==> src/rtl/instr_fetch_unit.sv <==
// instr_fetch_unit: MIPS fetch stage with req/ack imem port, one-entry skid buffer and branch redirect
module instr_fetch_unit #(
  parameter logic [31:0] RESET_PC = 32'h0000_0000
) (
  input  logic        clk_i,
  input  logic        rst_i,
  output logic        imem_req_o,
  output logic [31:0] imem_addr_o,
  input  logic        imem_ack_i,
  input  logic [31:0] imem_data_i,
  output logic [31:0] instr_o,
  output logic [5:0]  instr_op_o,
  output logic [31:0] pc_o,
  output logic [31:0] pc_plus4_o,
  output logic        instr_valid_o,
  input  logic        stall_i,
  input  logic        redirect_i,
  input  logic [31:0] redirect_pc_i
);
  localparam logic [1:0] IDLE = 2'd0, WAIT = 2'd1, SKID = 2'd2, KILL = 2'd3;
  logic [1:0]  state;
  logic [31:0] fetch_pc, kill_pc, skid_instr, skid_pc;
  logic        ack, free;
  assign imem_req_o  = state == WAIT || state == KILL;
  assign imem_addr_o = state == KILL ? kill_pc : fetch_pc;
  assign ack         = imem_ack_i && imem_req_o;
  assign free        = !instr_valid_o || !stall_i;
  assign instr_op_o  = instr_o[31:26];
  assign pc_plus4_o  = pc_o + 32'd4;
  // Fetch FSM, output register and skid; redirect overrides all; KILL keeps the stale address on the bus until its ack
  always_ff @(posedge clk_i or negedge rst_i)
    if (!rst_i) begin
      state         <= IDLE;
      fetch_pc      <= RESET_PC;
      kill_pc       <= RESET_PC;
      instr_o       <= '0;
      pc_o          <= '0;
      instr_valid_o <= 1'b0;
      skid_instr    <= '0;
      skid_pc       <= '0;
    end else if (redirect_i) begin
      fetch_pc      <= redirect_pc_i & ~32'd3;
      instr_valid_o <= 1'b0;
      state         <= (state == WAIT && !ack) || state == KILL ? KILL : WAIT;
      if (state == WAIT) kill_pc <= fetch_pc;
    end else begin
      if (instr_valid_o && !stall_i) instr_valid_o <= 1'b0;
      case (state)
        IDLE: state <= WAIT;
        WAIT:
          if (ack) begin
            fetch_pc <= fetch_pc + 32'd4;
            if (free) begin
              instr_o       <= imem_data_i;
              pc_o          <= fetch_pc;
              instr_valid_o <= 1'b1;
            end else begin
              skid_instr <= imem_data_i;
              skid_pc    <= fetch_pc;
              state      <= SKID;
            end
          end
        SKID:
          if (!stall_i) begin
            instr_o       <= skid_instr;
            pc_o          <= skid_pc;
            instr_valid_o <= 1'b1;
            state         <= WAIT;
          end
        default: if (ack) state <= WAIT;
      endcase
    end
endmodule

==> config.mk <==
export PLATFORM = sky130hd
export DESIGN_NAME = instr_fetch_unit
export DESIGN_NICKNAME = d
export VERILOG_FILES = /design/src/rtl/instr_fetch_unit.sv
export SDC_FILE = /design/constraint.sdc
export NUM_CORES = 1
export LEC_CHECK = 0
export ABC_AREA = 1
export CORE_MARGIN = 3
export CORE_UTILIZATION = 45
export DETAILED_ROUTE_END_ITERATION = 16
export DONT_BUFFER_PORTS = 1
export GPL_ROUTABILITY_DRIVEN = 0
export SETUP_SLACK_MARGIN = 0.15
export SKIP_LAST_GASP = 1
export SLEW_MARGIN = 20
export SYNTH_ARGS = -nofsm -noshare
export SYNTH_HDL_FRONTEND = slang
export SYNTH_SLANG_ARGS = --single-unit
==> constraint.sdc <==
create_clock -name clk_i -period 3.2 [get_ports clk_i]
set_input_delay 0.32 -clock clk_i [delete_from_list [all_inputs] [get_ports clk_i]]
set_output_delay 0.32 -clock clk_i [all_outputs]
set_load 0.005 [all_outputs]
==> results.cfg <==
[placement]
place_worst_setup_slack_ns = 0.894
placed_cell_area_um2 = 9730
io_buffers = 0
dp_hpwl_um = 17500

[clock_tree]
cts_tree = yes
cts_buffers = 17
cts_hold_buf = 1
insertion_delay_ns = 0.43
h-tree-depth = 4
cts.sinks = 187
clock-root-buffer = clkbuf_16
cts_buffer_depth = 2
postCtsSetupBuffers = 0
ctsResizeCount = 0
clk_pin_slew_ns = 0.08

[critical_path]
reg2reg_from = state[0]
r2r_end = pc_o[4]
reg2reg_slack_ns = 0.90
cp.required_ns = 2.88
path_class = register to output pin
critPathLaunch = pc_o[3]
end_kind = output pin
cp.arrival_ns = 2.28
cp_max_fo = 5
worst_r2r_path_depth = 6
cp-endpoint = pc_plus4_o[24]
startpoint_type = register

[sta]
setup_viol = 0
hold_ws_ns = -0.426
worst_slew_pin_slew_ns = 0.783
finalMaxSlewViolations = 0
skew_ns = 0.0107
grt_setup_unrepaired = false
timing.final.ws_setup_ns = 0.602
fmax_mhz = 385
hold_viol = 187
timing.final.crit_share_pct = 81.2
max_slew_margin_pct = 47.8
final.setup.tns_ns = 0
period_needed_ns = 2.60

[logic_synthesis]
synth.top_cell.area_share_pct = 48.4
ys_types = 36
netlist_instances = 1263
seq_area_frac_synth_pct = 48.4
ys_warn_count = 0
yosys-top-cells-area = dfrtp_1 (48%), nand2_1 (14%), o21ai_0 (10%)
ys_ff_latch = 187
syn_area_um2 = 9670
postSynthAreaPerCell_um2 = 7.66
synth_largest_area_cell = dfrtp_1

[routing]
dr.pass1.iters = 5
antenna_left = 0
vias_per_cell = 5.24
totalWireLength_um = 24900
wl_per_cell_um = 16.5
dr_total_vias = 7901
drt_iter0_markers = 652
drc = 0

[die]
die_x_um = 153
design.die.area_um2 = 23300
fp.dieH_um = 153
row_count = 52
start_util_pct = 46.7
fp.coreArea_um2 = 20700
io-pin-count = 205

[pwr]
ir_drop_mv = 0.398
total_power_mw = 8.31
p_comb_share_pct = 25.3
powerDensity_nw_per_um2 = 806
p_seq_share_pct = 49.8
switching_share_pct = 38.9
power_switching_mw = 3.23
p_int_mw = 5.08
clockPowerShare_pct = 24.9
cellLeakagePower_nw = 4.94

[worst_hold_path]
holdCritPathClass = primary input to asynchronous set/reset pin

[global_route]
grt_pass1_wl_um = 39800
antenna_found_initial = 0
grt_max_degree = 188
grt_pass1_vias = 7079
grt_overflow = 0
grt.total_usage_pct = 21.1

[final_layout]
diodes = 0
fin_util_pct = 49.9
drive_gt1_share_pct = 4.36
area_delta_synth_final_pct = 6.68
final_nets = 1301
design_area_um2 = 10300

[job]
maxCapViolCount = 0

[outcome]
violations = negative hold slack
status = finished, violations left
==> Yosys cell counts <==
| cell type | instances |
|---|---|
| a21oi_1 | 42 |
| and3_1 | 1 |
| o21ai_1 | 4 |
| o22ai_1 | 1 |
| nand3_2 | 1 |
| inv_2 | 1 |
| a21oi_2 | 1 |
| buf_4 | 14 |
| nand4_1 | 8 |
| xor2_1 | 30 |
| and2_1 | 1 |
| nand3b_1 | 1 |
| buf_6 | 8 |
| or2_2 | 1 |
| nand2_2 | 1 |
| o21bai_1 | 4 |
| nor3_2 | 1 |
| nor2_2 | 2 |
| xnor2_1 | 2 |
| clkbuf_1 | 32 |
| nor3_1 | 13 |
| inv_1 | 128 |
| nor2_1 | 109 |
| nand2_1 | 352 |
| conb_1 | 1 |
| o21a_1 | 2 |
| ha_1 | 6 |
| nand3_1 | 58 |
| dfrtp_1 | 187 |
| o221ai_1 | 3 |
| nor2_4 | 2 |
| buf_2 | 12 |
| o21ai_0 | 200 |
| buf_1 | 6 |
| a31oi_1 | 1 |
| o211ai_1 | 27 |
==> layout make-up <==
type	instances	area, um2
clock buffer	17	425
clock inverter	15	151
fill	2034	10400
inverter	129	485
multi-input combinational	880	4140
sequential	187	4680
tap	270	338
timing repair buffer	11	101
==> per-stage QoR <==
step                      hold slack (ns)  instances
final                              -0.426       1509
after detailed placement           0.0315       1476
after global routing               -0.455       1509
after floorplan                    0.0244       1268
after global placement             0.0312       1476
after CTS                          -0.440       1509
==> state kept, by name, indices dropped and copies added, names as in the netlist <==
name	flops
instr_o	32
skid_instr	32
fetch_pc	30
kill_pc	30
pc_o	30
skid_pc	30
state	2
instr_valid_o	1
==> critical path, stage by stage (launching register included) <==
cell     delay, ns
dfrtp_1       0.50
ha_1          0.27
nand3_1       0.22
nor3_2        0.30
nand4_1       0.24
o21ai_0       0.20
nand2_1       0.10
==> cell families after synthesis <==
family	Yosys count	share of synthesized area [%]
other	1	0.0388
adder cells (fa/ha/maj)	6	0.776
XOR/XNOR	32	2.90
AO/OA/AOI/OAI	285	15.8
AND/OR/NAND/NOR	551	23.0
buffers and inverters	201	9.12
flip-flops	187	48.4
==> routing by layer <==
| metal | global-route usage [%] | wire length [um] |
|---|---|---|
| met5 | 0 | 0 |
| met4 | 4.03 | 200 |
| met3 | 4.35 | 1430 |
| met2 | 31.5 | 11200 |
| met1 | 32.0 | 12100 |
==> placed cells by master (no fill, tap or decap), types with 2 or more instances in the layout <==
cell	synthesis	routed
clkinv_2	0	3
xnor2_1	2	2
inv_1	128	127
o211ai_1	27	27
nand2_1	352	352
clkinv_8	0	3
ha_1	6	5
xor2_1	30	30
nor2_2	2	2
nand4_1	8	8
nor2_1	109	109
o21a_1	2	2
inv_8	0	2
nor3_1	13	13
nor2_4	2	2
clkbuf_16	0	17
buf_4	14	8
o21ai_0	200	200
a21oi_1	42	42
o21bai_1	4	4
conb_1	1	6
o221ai_1	3	3
dfrtp_1	187	187
inv_6	0	7
o21ai_1	4	4
nand3_1	58	58
==> power groups by stage <==
stage | Sequential (mW) | Clock (mW) | Combinational, mW
6_report | 4.14 | 2.07 | 2.11
3_5_place_dp | 4.18 | 0 | 2.12
2_1_floorplan | 3.93 | 0 | 1.76
4_1_cts | 4.15 | 2.13 | 2.13
3_3_place_gp | 4.15 | 0 | 2.08
5_1_grt | 4.28 | 2.24 | 2.43
==> worst min path at each step <==
stage | startpoint | end | slack [ns]
5_1_grt | rst_i | pc_o[5] | -0.45
2_1_floorplan | rst_i | fetch_pc[10] | 0.02
3_5_place_dp | rst_i | pc_o[5] | 0.03
4_1_cts | rst_i | pc_o[5] | -0.44
3_3_place_gp | rst_i | pc_o[5] | 0.03
6_report | rst_i | pc_o[4] | -0.43
Power figures use the tool's default switching activity.
